## src/rtl/fsm_serial_pkg.sv

```systemverilog
// Shared definitions for the serial-bit FSM path (serializer and downstream stage).
//   STATE_W   : width of the serializer state encoding
//   state_t   : IDLE=0, SHIFT=1, PAR=2, GAP=3
//   GAP_CNT_W : width of the inter-word gap counter
package fsm_serial_pkg;

    localparam int unsigned STATE_W   = 2;
    localparam int unsigned GAP_CNT_W = 4;

    typedef enum logic [STATE_W-1:0] {
        ST_IDLE  = 2'd0,
        ST_SHIFT = 2'd1,
        ST_PAR   = 2'd2,
        ST_GAP   = 2'd3
    } state_t;

endpackage : fsm_serial_pkg

```

## src/rtl/bit_serializer_piso_shift_reg.sv

```systemverilog
// Parallel-in / serial-out shift register. The head bit is the bit currently
// presented on the line; each shift advances to the next bit and zero-fills.
// Ports:
//   clk   in  1      clock, posedge
//   rst   in  1      synchronous active-high reset (clears the register)
//   load  in  1      load d (has priority over shift)
//   shift in  1      advance one bit
//   d     in  WIDTH  parallel word
//   head  out 1      current head bit
module piso_shift_reg #(
    parameter int unsigned WIDTH     = 8,
    parameter int unsigned MSB_FIRST = 1
) (
    input  logic             clk,
    input  logic             rst,
    input  logic             load,
    input  logic             shift,
    input  logic [WIDTH-1:0] d,
    output logic             head
);

    logic [WIDTH-1:0] r_q;

    // Shift toward the head end; the head end depends on bit order.
    always_ff @(posedge clk) begin
        if (rst) begin
            r_q <= '0;
        end else if (load) begin
            r_q <= d;
        end else if (shift) begin
            if (MSB_FIRST != 0) begin
                r_q <= {r_q[WIDTH-2:0], 1'b0};
            end else begin
                r_q <= {1'b0, r_q[WIDTH-1:1]};
            end
        end
    end

    assign head = (MSB_FIRST != 0) ? r_q[WIDTH-1] : r_q[0];

endmodule : piso_shift_reg

```

## src/rtl/bit_serializer.sv

```systemverilog
// Upstream feeder for the serial-bit Moore FSM stage: accepts a parallel word
// over valid/ready and emits it one bit per clock on ser_out, followed by an
// optional parity bit and GAP_CYCLES idle-low cycles.
// Optional feature macro: PARITY_BIT_EN (adds an even-parity bit after the data).
// Ports:
//   clk       in  1      clock, posedge
//   rst       in  1      synchronous active-high reset
//   s_valid   in  1      parallel word present
//   s_ready   out 1      word can be accepted (IDLE only)
//   s_data    in  WIDTH  parallel word, sampled on the accept edge only
//   ser_out   out 1      serial bit (downstream din)
//   ser_valid out 1      ser_out carries a data or parity bit
//   ser_last  out 1      final emitted bit of the word
//   busy      out 1      any state other than IDLE
// All outputs are decoded from registered state only (Moore).
module bit_serializer
    import fsm_serial_pkg::*;
#(
    parameter int unsigned WIDTH      = 8,
    parameter int unsigned MSB_FIRST  = 1,
    parameter int unsigned GAP_CYCLES = 1
) (
    input  logic             clk,
    input  logic             rst,
    input  logic             s_valid,
    output logic             s_ready,
    input  logic [WIDTH-1:0] s_data,
    output logic             ser_out,
    output logic             ser_valid,
    output logic             ser_last,
    output logic             busy
);

    localparam int unsigned CNT_W = $clog2(WIDTH);
    localparam logic [CNT_W-1:0] CNT_LOAD = CNT_W'(WIDTH - 1);
    localparam logic [GAP_CNT_W-1:0] GAP_LOAD =
        GAP_CNT_W'((GAP_CYCLES == 0) ? 0 : (GAP_CYCLES - 1));
    // State entered once the last emitted bit of a word is done.
    localparam state_t POST_WORD = (GAP_CYCLES == 0) ? ST_IDLE : ST_GAP;

    state_t                 r_state;
    state_t                 w_state_nxt;
    logic [CNT_W-1:0]       r_bit_cnt;
    logic [CNT_W-1:0]       w_bit_cnt_nxt;
    logic [GAP_CNT_W-1:0]   r_gap_cnt;
    logic [GAP_CNT_W-1:0]   w_gap_cnt_nxt;
    logic                   w_load;
    logic                   w_shift;
    logic                   w_head;

    // Data path: word storage and bit ordering.
    piso_shift_reg #(
        .WIDTH     (WIDTH),
        .MSB_FIRST (MSB_FIRST)
    ) u_piso (
        .clk   (clk),
        .rst   (rst),
        .load  (w_load),
        .shift (w_shift),
        .d     (s_data),
        .head  (w_head)
    );

`ifdef PARITY_BIT_EN
    logic r_parity;

    // Even parity of the accepted word, captured with the word itself.
    always_ff @(posedge clk) begin
        if (rst) begin
            r_parity <= 1'b0;
        end else if (w_load) begin
            r_parity <= ^s_data;
        end
    end
`endif

    // State and counter register.
    always_ff @(posedge clk) begin
        if (rst) begin
            r_state   <= ST_IDLE;
            r_bit_cnt <= '0;
            r_gap_cnt <= '0;
        end else begin
            r_state   <= w_state_nxt;
            r_bit_cnt <= w_bit_cnt_nxt;
            r_gap_cnt <= w_gap_cnt_nxt;
        end
    end

    // Next-state and output decode.
    always_comb begin
        w_state_nxt   = r_state;
        w_bit_cnt_nxt = r_bit_cnt;
        w_gap_cnt_nxt = r_gap_cnt;
        w_load        = 1'b0;
        w_shift       = 1'b0;
        s_ready       = 1'b0;
        ser_out       = 1'b0;
        ser_valid     = 1'b0;
        ser_last      = 1'b0;
        busy          = 1'b1;

        case (r_state)
            ST_IDLE: begin
                s_ready = 1'b1;
                busy    = 1'b0;
                if (s_valid) begin
                    w_load        = 1'b1;
                    w_bit_cnt_nxt = CNT_LOAD;
                    w_state_nxt   = ST_SHIFT;
                end
            end

            ST_SHIFT: begin
                ser_valid = 1'b1;
                ser_out   = w_head;
                w_shift   = 1'b1;
                if (r_bit_cnt == '0) begin
`ifdef PARITY_BIT_EN
                    w_state_nxt   = ST_PAR;
`else
                    ser_last      = 1'b1;
                    w_state_nxt   = POST_WORD;
                    w_gap_cnt_nxt = GAP_LOAD;
`endif
                end else begin
                    w_bit_cnt_nxt = r_bit_cnt - CNT_W'(1);
                end
            end

`ifdef PARITY_BIT_EN
            ST_PAR: begin
                ser_valid     = 1'b1;
                ser_out       = r_parity;
                ser_last      = 1'b1;
                w_state_nxt   = POST_WORD;
                w_gap_cnt_nxt = GAP_LOAD;
            end
`endif

            ST_GAP: begin
                if (r_gap_cnt == '0) begin
                    w_state_nxt = ST_IDLE;
                end else begin
                    w_gap_cnt_nxt = r_gap_cnt - GAP_CNT_W'(1);
                end
            end

            // Unreachable encodings recover to IDLE without emitting anything.
            default: begin
                w_state_nxt = ST_IDLE;
            end
        endcase
    end

endmodule : bit_serializer

```

## config.mk

```make
export PLATFORM = sky130hd
export DESIGN_NAME = bit_serializer
export DESIGN_NICKNAME = d
export VERILOG_FILES = /design/src/rtl/fsm_serial_pkg.sv /design/src/rtl/bit_serializer_piso_shift_reg.sv /design/src/rtl/bit_serializer.sv
export SDC_FILE = /design/constraint.sdc
export NUM_CORES = 1
export LEC_CHECK = 0
export BUFFER_PORTS_ARGS = -buffer_cell sky130_fd_sc_hd__clkbuf_2
export CAP_MARGIN = 25
export CORE_UTILIZATION = 53
export DETAILED_ROUTE_END_ITERATION = 10
export PLACE_DENSITY = 0.75
export SLEW_MARGIN = 5
export SYNTH_ARGS = -nofsm -noshare
export SYNTH_HDL_FRONTEND = slang
export SYNTH_HIERARCHICAL = 1
export SYNTH_SLANG_ARGS = --single-unit
```

## constraint.sdc

```tcl
create_clock -name clk -period 1.9 [get_ports clk]
set_clock_uncertainty 0.1 [all_clocks]
set_input_delay 0.19 -clock clk [delete_from_list [all_inputs] [get_ports clk]]
set_output_delay 0.19 -clock clk [all_outputs]
set_load 0.02 [all_outputs]
```

==> results.json <==
{
  "ir_drop_mv": 0.4164,
  "async_flop_share": 0,
  "slew_viol_final": 0,
  "hold_path_depth": 3,
  "antenna_found_initial": 0,
  "p_sw_frac": 0.3023,
  "crit_arrival_ns": 1.90,
  "pwr-share-seq": 0.505,
  "yosys_warnings": 6,
  "overflow": 0,
  "p_clk_frac": 0.231,
  "ctsHoldBuffers": 0,
  "fin_cells": 132,
  "io_pins": 16,
  "use_met2": 0.2716,
  "syn-num-nets": 110,
  "dp_hpwl_mm": 1.188,
  "cts-root-buf": "clkbuf_4",
  "setup_viol": 0,
  "r2r-end": "r_gap_cnt[3]$_SDFFE_PP0P_",
  "clk_path_buf_depth": 2,
  "cts_made_buffers": 3,
  "cellPowerDensity_mw_per_mm2": 811.3,
  "setup_tns_ns": 0,
  "holdPathEnd": "u_piso/r_q[0]$_SDFFE_PP0P_",
  "synthTopCellsByArea": "dfxtp_1 38%, mux2i_1 7.8%, a211oi_1 6.7%",
  "place_congestion": 0.8549,
  "synth_edf_count": 0,
  "path_class": "reg2reg",
  "p_leak_nw": 0.4346,
  "port_buffers": 15,
  "ff2ff_setup_slack_ns": 0.12,
  "groute.usage.overall": 0.1872,
  "min_path_type": "in2reg",
  "grt_max_degree": 18,
  "fin_hold_ws_ns": 0.01953,
  "rsz0062_at_grt": "no",
  "worstHoldStart": "s_data[0]",
  "worstPathRequired_ns": 2.02,
  "wirelength_mm": 1.654,
  "fp.dieH_um": 43.09,
  "wl_per_cell_um": 12.53,
  "fmax_mhz": 560.4,
  "top_usage_layer": "met1",
  "cp_max_fo": 6,
  "core-area_mm2": 0.001541,
  "path_clk_slew_ns": 0.10,
  "finalWorstSetupSlack_ns": 0.1156,
  "gr-usage-met3": 0.02553,
  "p_comb_frac": 0.264,
  "grt_first_pass_wirelength_mm": 2.663,
  "fillers": 143,
  "synth.yosys.seq_area_share": 0.3804,
  "drtIter0Drc": 7,
  "drc": 0,
  "p_sw_uw": 251.0,
  "antenna_left": 0,
  "synth_top_cell_by_area": "dfxtp_1",
  "r2r_start": "r_bit_cnt[0]$_SDFFE_PP0P_",
  "start_kind": "flip-flop",
  "htreeDepth": 1,
  "num_rows": 14,
  "antennaDiodeCount": 0,
  "vias": 731,
  "synthToLayoutAreaGrowth_pct": 14.41,
  "synth-seq-cells": 17,
  "start_util": 0.5804,
  "clk-insertion-delay-late_ns": 0.29,
  "firstDrtPassIters": 4,
  "dp.cells": 124,
  "finalHoldViolCount": 0,
  "period_share": 0.9392,
  "grt_use_met1": 0.2778,
  "dieArea_mm2": 0.001856,
  "status": "complete, no violations",
  "final_nets": 131,
  "drt-vias-per-instance": 5.538,
  "endpoint_kind": "flip-flop",
  "power.internal_uw": 579.4,
  "worstRegToRegCells": 6,
  "slew_headroom": 0.7621,
  "place_ws_ns": 0.1269,
  "synth_ff_type": "dfxtp_1",
  "maxCapViolCount": 0,
  "final_cell_area_mm2": 0.001023,
  "tightest_slew_ns": 0.3568,
  "cts_sinks": 17,
  "first_global_vias": 612,
  "postSynthAreaPerCell_um2": 9.319,
  "yosys.area.top_type_share": 0.3804,
  "synth_area_um2": 894.6,
  "syn_inst": 96,
  "drive_above_1_share": 0.2586,
  "place_area_um2": 960.9,
  "cts_tree": "done",
  "dieWidth_um": 43.09,
  "ys_types": 32,
  "fin_crit_ns": 1.784
}
[power by group through the flow]
stage | sequential [mW] | clock, mW | combinational [mW]
after detailed placement | 0.426 | 0 | 0.204
after global placement | 0.424 | 0 | 0.195
after global routing | 0.423 | 0.205 | 0.241
after CTS | 0.419 | 0.197 | 0.208
final | 0.419 | 0.192 | 0.219
after floorplan | 0.416 | 0 | 0.164
[routing by layer]
metal / up-vias / wire, um
li1: 381 / -
met1: 332 / 853
met2: 14 / 723
met3: 4 / 58
met4: 0 / 18
met5: - / 0
[worst max-delay path by stage]
stage                              startpoint                         to  slack (ns)  cells past startpoint
floorplan           r_bit_cnt[0]$_SDFFE_PP0P_  r_gap_cnt[3]$_SDFFE_PP0P_        0.24                      6
global placement    r_bit_cnt[0]$_SDFFE_PP0P_  r_gap_cnt[3]$_SDFFE_PP0P_        0.18                      6
detailed placement  r_bit_cnt[0]$_SDFFE_PP0P_  r_gap_cnt[3]$_SDFFE_PP0P_        0.13                      6
CTS                   r_state[1]$_SDFFE_PP0P_                    ser_out        0.04                      4
global route        r_bit_cnt[1]$_SDFFE_PP0P_  r_gap_cnt[3]$_SDFFE_PP0P_      0.0005                      6
finish              r_bit_cnt[0]$_SDFFE_PP0P_  r_gap_cnt[3]$_SDFFE_PP0P_        0.12                      6
[critical path, stage by stage, from the launching register on]
cell and delay [ns]:
dfxtp_1 0.34, inv_1 0.06, ha_1 0.14, ha_1 0.21, o21ai_1 0.14, or4_1 0.51, a211oi_2 0.22
[synthesized netlist by cell type (all sizes together), types with 3 or more instances]
| cell type | count |
|---|---|
| a211oi | 9 |
| a21oi | 4 |
| buf | 3 |
| dfxtp | 17 |
| ha | 3 |
| inv | 12 |
| mux2i | 7 |
| nand2 | 3 |
| nor2b | 8 |
| o21ai | 5 |
[registers in the layout, summed over array words and instances, names as in the netlist]
signal      count
r_bit_cnt       3
r_gap_cnt       4
u_piso/r_q      8
r_state         2
[through the flow]
step / total power [mW] / util
3_3_place_gp: 0.6193 / 0.6234
5_1_grt: 0.8691 / 0.6640
4_1_cts: 0.8236 / 0.6445
3_5_place_dp: 0.6300 / 0.6234
6_report: 0.8304 / 0.6640
2_1_floorplan: 0.5802 / -
[repair_timing]
item	CTS	global route
cloned	0	0
pin swaps	0	0
setup endpoints to repair	2	1
resized for setup	3	0
endpoints found under the hold margin	0	0
setup buffers	0	4
[final cells by class]
class                   count  area [um2]  share of cell area
multi-input cells          63       473.0              0.4621
flip-flops and latches     17       342.8              0.3350
repair buffers             20       112.6              0.1100
inverters                  12       48.80             0.04768
clock buffers               4       26.28             0.02567
well taps                  16       20.02             0.01956
[logic make-up after synthesis]
logic type                 synth area share
AOI/OAI and AO/OA                    0.1860
adders and majority gates           0.04196
buffers and inverters               0.09090
DFF                                  0.3804
muxes                               0.07832
and+or+nand+nor                      0.2224
[placed cells by master (no fill, tap or decap), types with 2 or more instances in the layout]
master and n:
clkbuf_2 15, dfxtp_1 15, clkbuf_4 3, nor2b_1 8
a221oi_1 2, inv_1 11, a21oi_1 4, o21ai_0 4
mux2i_1 7, buf_4 5, and2_1 2, a211oi_1 8
or4_1 2, ha_1 3, nor2_1 2, or3_1 2
nand2b_1 2, nand2_1 3, dfxtp_2 2
No activity file was read; power rests on OpenSTA's default activity.
